**config.mk**
```make
export PLATFORM = sky130hd
export DESIGN_NAME = im_loader_flat
export DESIGN_NICKNAME = d
export VERILOG_FILES = /design/src/rtl/im_loader_pkg.sv /design/src/rtl/im_loader_if.sv /design/src/rtl/im_loader_word_asm.sv /design/src/rtl/im_loader.sv /design/src/flat_wrapper.sv
export SDC_FILE = /design/constraint.sdc
export NUM_CORES = 1
export LEC_CHECK = 0
export BUFFER_PORTS_ARGS = -buffer_cell sky130_fd_sc_hd__buf_4
export CAP_MARGIN = 15
export CORE_ASPECT_RATIO = 1.4
export CORE_MARGIN = 3
export CORE_UTILIZATION = 40
export DETAILED_ROUTE_END_ITERATION = 7
export PLACE_DENSITY = 0.7
export SETUP_SLACK_MARGIN = 0.5
export SYNTH_ARGS = -nofsm -noshare
export SYNTH_HDL_FRONTEND = slang
export SYNTH_SLANG_ARGS = --single-unit
```
**constraint.sdc**
```tcl
create_clock -name clk -period 2.3 [get_ports clk]
set_clock_uncertainty 0.1 [all_clocks]
set_input_delay 0.115 -clock clk [delete_from_list [all_inputs] [get_ports clk]]
set_output_delay 0.115 -clock clk [all_outputs]
set_load 0.1 [all_outputs]
```
**src/rtl/im_loader_pkg.sv**
```systemverilog
// Shared types and constants for the instruction-memory loader.
// Holds the FSM state encoding, memory geometry and byte-lane ordering.
package im_loader_pkg;

    localparam int IM_WORDS  = 16;
    localparam int IM_ADDR_W = 4;

    // Stream bytes fill the word starting at the least significant lane.
    localparam logic LANE_LITTLE_ENDIAN = 1'b1;

    typedef enum logic [2:0] {
        IDLE,
        RECV_LEN,
        RECV,
        WRITE,
        CHK,
        DONE,
        ERROR
    } state_t;

    function automatic logic [1:0] laneOf(input logic [1:0] byteIdx);
        return LANE_LITTLE_ENDIAN ? byteIdx : ~byteIdx;
    endfunction

endpackage

```
**src/rtl/im_loader_if.sv**
```systemverilog
// Byte-stream handshake plus instruction-memory write port of the loader.
// The master side is the loader; the slave side is the link/memory environment.
interface im_loader_if;

    logic        byte_valid;
    logic [7:0]  byte_data;
    logic        byte_ready;
    logic        im_mem_write;
    logic [31:0] im_addr;
    logic [31:0] im_data;

    modport master (
        input  byte_valid,
        input  byte_data,
        output byte_ready,
        output im_mem_write,
        output im_addr,
        output im_data
    );

    modport slave (
        output byte_valid,
        output byte_data,
        input  byte_ready,
        input  im_mem_write,
        input  im_addr,
        input  im_data
    );

endinterface

```
**src/rtl/im_loader_word_asm.sv**
```systemverilog
// Assembles stream bytes into 32-bit words and tracks the byte position.
// With IM_LOADER_CHECKSUM_EN it also keeps a running XOR of payload bytes.
module im_loader_word_asm
    import im_loader_pkg::*;
(
    input  logic        clk,
    input  logic        reset,
    input  logic        i_clear,
    input  logic        i_accept,
    input  logic [7:0]  i_byte,
    output logic [31:0] o_data,
    output logic        o_lastByte
`ifdef IM_LOADER_CHECKSUM_EN
    ,
    output logic [7:0]  o_xor
`endif
);

    logic [31:0] r_data;
    logic [1:0]  r_byteIdx;
    logic [4:0]  w_lane;

    assign w_lane     = {laneOf(r_byteIdx), 3'b000};
    assign o_data     = r_data;
    assign o_lastByte = (r_byteIdx == 2'd3);

    // The word register is never cleared on a new session, so it keeps showing the last committed word.
    always_ff @(posedge clk) begin
        if (reset) begin
            r_data    <= '0;
            r_byteIdx <= '0;
        end else if (i_clear) begin
            r_byteIdx <= '0;
        end else if (i_accept) begin
            r_data[w_lane +: 8] <= i_byte;
            r_byteIdx           <= r_byteIdx + 2'd1;
        end
    end

`ifdef IM_LOADER_CHECKSUM_EN
    logic [7:0] r_xor;

    assign o_xor = r_xor;

    always_ff @(posedge clk) begin
        if (reset) begin
            r_xor <= '0;
        end else if (i_clear) begin
            r_xor <= '0;
        end else if (i_accept) begin
            r_xor <= r_xor ^ i_byte;
        end
    end
`endif

endmodule

```
**src/rtl/im_loader.sv**
```systemverilog
// Program loader: length header + little-endian words in, one memory write per word out.
// Optional trailing checksum byte when IM_LOADER_CHECKSUM_EN is defined.
module im_loader
    import im_loader_pkg::*;
#(
    parameter int WORDS  = IM_WORDS,
    parameter int ADDR_W = IM_ADDR_W
) (
    input  logic              clk,
    input  logic              reset,
    input  logic              start,
    im_loader_if.master       bus,
    output logic              busy,
    output logic              done,
    output logic              err,
    output logic [ADDR_W:0]   words_written
);

    localparam logic [7:0] WORDS_B = 8'(WORDS);

    state_t            r_state;
    logic              r_byteReady;
    logic              r_memWrite;
    logic [ADDR_W-1:0] r_wordIdx;
    logic [ADDR_W:0]   r_len;
    logic [ADDR_W:0]   r_wordsWritten;
    logic              r_busy;
    logic              r_done;
    logic              r_err;

    logic              w_accept;
    logic              w_payloadAccept;
    logic              w_sessionStart;
    logic              w_headerOk;
    logic              w_lastByte;
    logic [ADDR_W:0]   w_wordsNext;
    logic [31:0]       w_data;
`ifdef IM_LOADER_CHECKSUM_EN
    logic [7:0]        w_xor;
`endif

    assign w_accept        = bus.byte_valid && r_byteReady;
    assign w_payloadAccept = w_accept && (r_state == RECV);
    assign w_sessionStart  = start && ((r_state == IDLE) || (r_state == DONE) || (r_state == ERROR));
    assign w_headerOk      = (bus.byte_data != 8'd0) && (bus.byte_data <= WORDS_B);
    assign w_wordsNext     = r_wordsWritten + 1'b1;

    im_loader_word_asm u_wordAsm (
        .clk        (clk),
        .reset      (reset),
        .i_clear    (w_sessionStart),
        .i_accept   (w_payloadAccept),
        .i_byte     (bus.byte_data),
        .o_data     (w_data),
        .o_lastByte (w_lastByte)
`ifdef IM_LOADER_CHECKSUM_EN
        ,
        .o_xor      (w_xor)
`endif
    );

    // Every output is a register updated alongside the state, so ready/strobe never glitch.
    always_ff @(posedge clk) begin
        if (reset) begin
            r_state        <= IDLE;
            r_byteReady    <= 1'b0;
            r_memWrite     <= 1'b0;
            r_wordIdx      <= '0;
            r_len          <= '0;
            r_wordsWritten <= '0;
            r_busy         <= 1'b0;
            r_done         <= 1'b0;
            r_err          <= 1'b0;
        end else begin
            case (r_state)
                RECV_LEN: begin
                    if (w_accept) begin
                        if (w_headerOk) begin
                            r_len   <= bus.byte_data[ADDR_W:0];
                            r_state <= RECV;
                        end else begin
                            r_state     <= ERROR;
                            r_byteReady <= 1'b0;
                            r_busy      <= 1'b0;
                            r_err       <= 1'b1;
                        end
                    end
                end
                RECV: begin
                    if (w_accept && w_lastByte) begin
                        r_state     <= WRITE;
                        r_byteReady <= 1'b0;
                        r_memWrite  <= 1'b1;
                    end
                end
                WRITE: begin
                    r_memWrite     <= 1'b0;
                    r_wordsWritten <= w_wordsNext;
                    if (w_wordsNext == r_len) begin
`ifdef IM_LOADER_CHECKSUM_EN
                        r_state     <= CHK;
                        r_byteReady <= 1'b1;
`else
                        r_state     <= DONE;
                        r_busy      <= 1'b0;
                        r_done      <= 1'b1;
`endif
                    end else begin
                        // The index only advances when another word follows, so it cannot wrap.
                        r_state     <= RECV;
                        r_byteReady <= 1'b1;
                        r_wordIdx   <= r_wordIdx + 1'b1;
                    end
                end
`ifdef IM_LOADER_CHECKSUM_EN
                CHK: begin
                    if (w_accept) begin
                        r_byteReady <= 1'b0;
                        r_busy      <= 1'b0;
                        if (bus.byte_data == w_xor) begin
                            r_state <= DONE;
                            r_done  <= 1'b1;
                        end else begin
                            r_state <= ERROR;
                            r_err   <= 1'b1;
                        end
                    end
                end
`endif
                IDLE, DONE, ERROR: begin
                    if (start) begin
                        r_state        <= RECV_LEN;
                        r_byteReady    <= 1'b1;
                        r_busy         <= 1'b1;
                        r_done         <= 1'b0;
                        r_err          <= 1'b0;
                        r_wordsWritten <= '0;
                        r_wordIdx      <= '0;
                    end
                end
                default: begin
                    r_state     <= IDLE;
                    r_byteReady <= 1'b0;
                    r_memWrite  <= 1'b0;
                    r_busy      <= 1'b0;
                end
            endcase
        end
    end

    assign bus.byte_ready   = r_byteReady;
    assign bus.im_mem_write = r_memWrite;
    assign bus.im_addr      = {{(30-ADDR_W){1'b0}}, r_wordIdx, 2'b00};
    assign bus.im_data      = w_data;
    assign busy             = r_busy;
    assign done             = r_done;
    assign err              = r_err;
    assign words_written    = r_wordsWritten;

endmodule

```
**src/flat_wrapper.sv**
```systemverilog
// flat-port wrapper written by rule: the top's interface ports become plain ports
module im_loader_flat import im_loader_pkg::*;
#(
    parameter int WORDS  = IM_WORDS,
    parameter int ADDR_W = IM_ADDR_W
)
  (clk, reset, start, busy, done, err, words_written, bus_byte_valid, bus_byte_data, bus_byte_ready, bus_im_mem_write, bus_im_addr, bus_im_data);
  im_loader_if bus_i ();
  input  logic clk;
  input  logic reset;
  input  logic start;
  output logic busy;
  output logic done;
  output logic err;
  output logic [ADDR_W:0] words_written;
  input wire logic [$bits(bus_i.byte_valid)-1:0] bus_byte_valid;
  input wire logic [$bits(bus_i.byte_data)-1:0] bus_byte_data;
  output wire logic [$bits(bus_i.byte_ready)-1:0] bus_byte_ready;
  output wire logic [$bits(bus_i.im_mem_write)-1:0] bus_im_mem_write;
  output wire logic [$bits(bus_i.im_addr)-1:0] bus_im_addr;
  output wire logic [$bits(bus_i.im_data)-1:0] bus_im_data;
  assign bus_i.byte_valid = bus_byte_valid;
  assign bus_i.byte_data = bus_byte_data;
  assign bus_byte_ready = bus_i.byte_ready;
  assign bus_im_mem_write = bus_i.im_mem_write;
  assign bus_im_addr = bus_i.im_addr;
  assign bus_im_data = bus_i.im_data;
  im_loader #(.WORDS(WORDS), .ADDR_W(ADDR_W)) u_core (.clk(clk), .reset(reset), .start(start), .bus(bus_i), .busy(busy), .done(done), .err(err), .words_written(words_written));
endmodule
```
==> metrics.cfg <==
[detailed_routing]
firstDrtPassIters = 4
vias = 2662
drc = 0
drtIter0Drc = 152
postRouteAntennaNets = 0
vias_per_cell = 5.169
routedWlPerCell_um = 15.13
wl_um = 7792

[flow_run]
max_cap_violations = 0

[timing]
finalCriticalPeriod_ps = 1873
rsz0062_at_grt = true
setup_viol = 0
final_hold_viol_count = 0
worst_pin_slew_ps = 560.6
max-slew-margin-rel_pct = 62.62
finalCritPeriodShare_pct = 81.43
slew_violations = 0
fmax_mhz = 534.0
setup-tns-final_ps = 0

[clock_network]
clk_pin_slew_ps = 100
numCtsBuffers = 5
cts_root_buf = clkbuf_8
htree_levels = 2
cts_tree = done
clock-sinks = 56
clockBufferDepth = 2
clock_insertion_delay_worst_skew_ps = 310

[power]
p_seq_share_pct = 39.6
cellPowerDensity_nw_per_um2 = 752.4
netSwitchingPower_mw = 1.166
clock_power_share_pct = 21.8
p_leak_nw = 1.468
max-vdd-ir-drop_mv = 0.3411
internal-power_mw = 1.647
p_sw_share_pct = 41.44
p_comb_share_pct = 38.6

[yosys]
synthTopCellsByCount = 56 x dfxtp_1, 50 x a21oi_1, 41 x nand2_1, 36 x nand3_1, 29 x buf_4
synth.cell_area_um2 = 2796
synthCells = 343
synth-seq-cells = 56
seq_area_frac_synth_pct = 40.09
synthArstFlopShare_pct = 0
ys_dominant_reg_cell = dfxtp_1
synthDistinctLibCells = 43
yosysWarnings = 0
yosysMostFrequentCell = dfxtp_1
synth_area_per_cell_um2 = 8.153
synth_top_area_cell = dfxtp_1
synth_area_leaders = dfxtp_1 40%, a21oi_1 8.9%, buf_4 7.8%, nand3_1 6.4%, nand2_1 5.5%
synth_edf_count = 0
netlist.area_leader.share_pct = 40.09

[floorplan]
io-pin-count = 86
die_h_um = 104.9
rows = 35
core_area_um2 = 6700
dieArea_um2 = 8044
initial_utilization_pct = 41.74
die_width_um = 76.67

[setup_path]
reg2regPathDepth = 6
worst-path-max-fanout = 7
cp-start-kind = flop
worst-setup-path-type = flop to flop
arrival_ps = 2010
cp-end-kind = flop
cp_data_required_time_ps = 2440

[layout]
synthToLayoutAreaGrowth_pct = 33.69
final_nets = 441
diodes = 0
drive_gt1_share_pct = 31.21
final_cell_area_um2 = 3739
n_fill_cell = 626

[global_routing]
grt_max_degree = 54
grt-ovfl-total = 0
grt_usage_pct = 18.90
grt_pass1_vias = 2521
antenna_found_initial = 0
grt_pass1_wl_um = 12340

[placement]
dpl.hpwl_um = 5029
placed_cell_area_um2 = 3288
place.gp.congestion = 0.8328
io_buffer_count = 57

[status]
status = complete, no violations

[hold_path]
hold_path.class = input port to flop
min_path_cells = 3

-- placed cells by master, fill, tap and decap left out, drive strengths merged, types with 2 or more instances in the layout --
cell type     n
buf          81
dfxtp        56
a21oi        50
nand2        41
nand3        36
conb         28
nor2         21
o21ai        10
xnor2         8
mux2i         7
dlygate4sd3   7
inv           7
clkbuf        7
ha            7
nor3          6
or3           5
and2          5
nand3b        3
xor2          3
or4           3
nor3b         3
nor2b         3
nand2b        3
nor4          3
nand4         2
a31oi         2
a211o         2
a41oi         2
mux2          2
-- cells by family after synthesis --
group                    after synthesis  share of synthesized area, %
adder cells (fa/ha/maj)                7                         3.132
buffers and inverters                 49                         10.74
XOR/XNOR                              11                         3.445
AND/OR/NAND/NOR                      137                         24.70
flip-flops                            56                         40.09
multiplexers                           9                         3.311
AO/OA/AOI/OAI                         73                         14.45
other                                  1                        0.1341
-- metal layers --
metal,routed length (µm),global-route usage [%]
met4,162,7.513
met5,0,0
met2,4082,34.16
met3,535,4.310
met1,3011,21.08
-- critical path, cell delays in order (launching register included) --
cell and delay [ps]:
dfxtp_4 370, ha_4 170, xor2_1 160, xnor2_1 140, and4_4 230, or4_1 490
a21oi_2 130
-- worst paths after layout --
path,start,endpoint,slack (ps)
min reg2reg,u_core.u_wordAsm.o_data[30]$_SDFFE_PP0P_,u_core.u_wordAsm.o_data[30]$_SDFFE_PP0P_,360
min,bus_byte_data[0],u_core.r_len[0]$_SDFFE_PP0P_,6
max,u_core.words_written[1]$_SDFFE_PP0P_,u_core.r_wordIdx[0]$_SDFFE_PP0P_,430
max reg2reg,u_core.words_written[1]$_SDFFE_PP0P_,u_core.r_wordIdx[0]$_SDFFE_PP0P_,430
-- area by class of cell --
cell class                 count  area, µm²  area share (%)
inverter                       6      22.52          0.6024
clock buffer                   7      97.59           2.610
tap                           92      115.1           3.079
timing repair buffer          88      678.2           18.14
clock inverter                 1      8.758          0.2343
multi-input combinational    265       1654           44.24
sequential                    56       1162           31.09
-- repair_timing --
action | CTS | global route
pin swaps | 5 | 23
buffers inserted | 17 | 2
gates resized for setup | 19 | 19
hold endpoints to repair | 10 | 0
hold buffers | 7 | 0
gates cloned | 0 | 0
setup endpoints to repair | 49 | 40
-- power groups by stage --
stage | sequential (mW) | clock (mW) | combinational, mW
global route | 1.12 | 0.669 | 1.14
global placement | 1.13 | 0 | 0.866
finish | 1.11 | 0.614 | 1.09
detailed placement | 1.13 | 0 | 0.873
floorplan | 1.29 | 0 | 0.599
CTS | 1.11 | 0.632 | 0.989
-- sequential cells by signal (all words and copies together) (netlist names) --
| register | cells |
|---|---|
| u_core.r_len | 5 |
| u_core.u_wordAsm.r_byteIdx | 2 |
| u_core.u_wordAsm.o_data | 32 |
| u_core.done | 1 |
| u_core.err | 1 |
| u_core.r_state | 3 |
| u_core.busy | 1 |
| u_core.r_wordIdx | 4 |
| u_core.bus.im_mem_write | 1 |
| u_core.bus.byte_ready | 1 |
| u_core.words_written | 5 |
-- per-stage QoR --
stage               hold WS [ps]  worst slack [ps]  std cells  power, mW  utilization (%)
global placement           327.0             219.5        481      2.000            49.08
floorplan                  162.2             237.0        370      1.890                -
CTS                        1.257             435.3        513      2.730            54.44
detailed placement         333.4             191.2        481      2.006            49.08
finish                     6.176             427.2        515      2.813            55.80
global route               2.473             282.2        515      2.933            55.80
(Power assumes the default switching activity.)
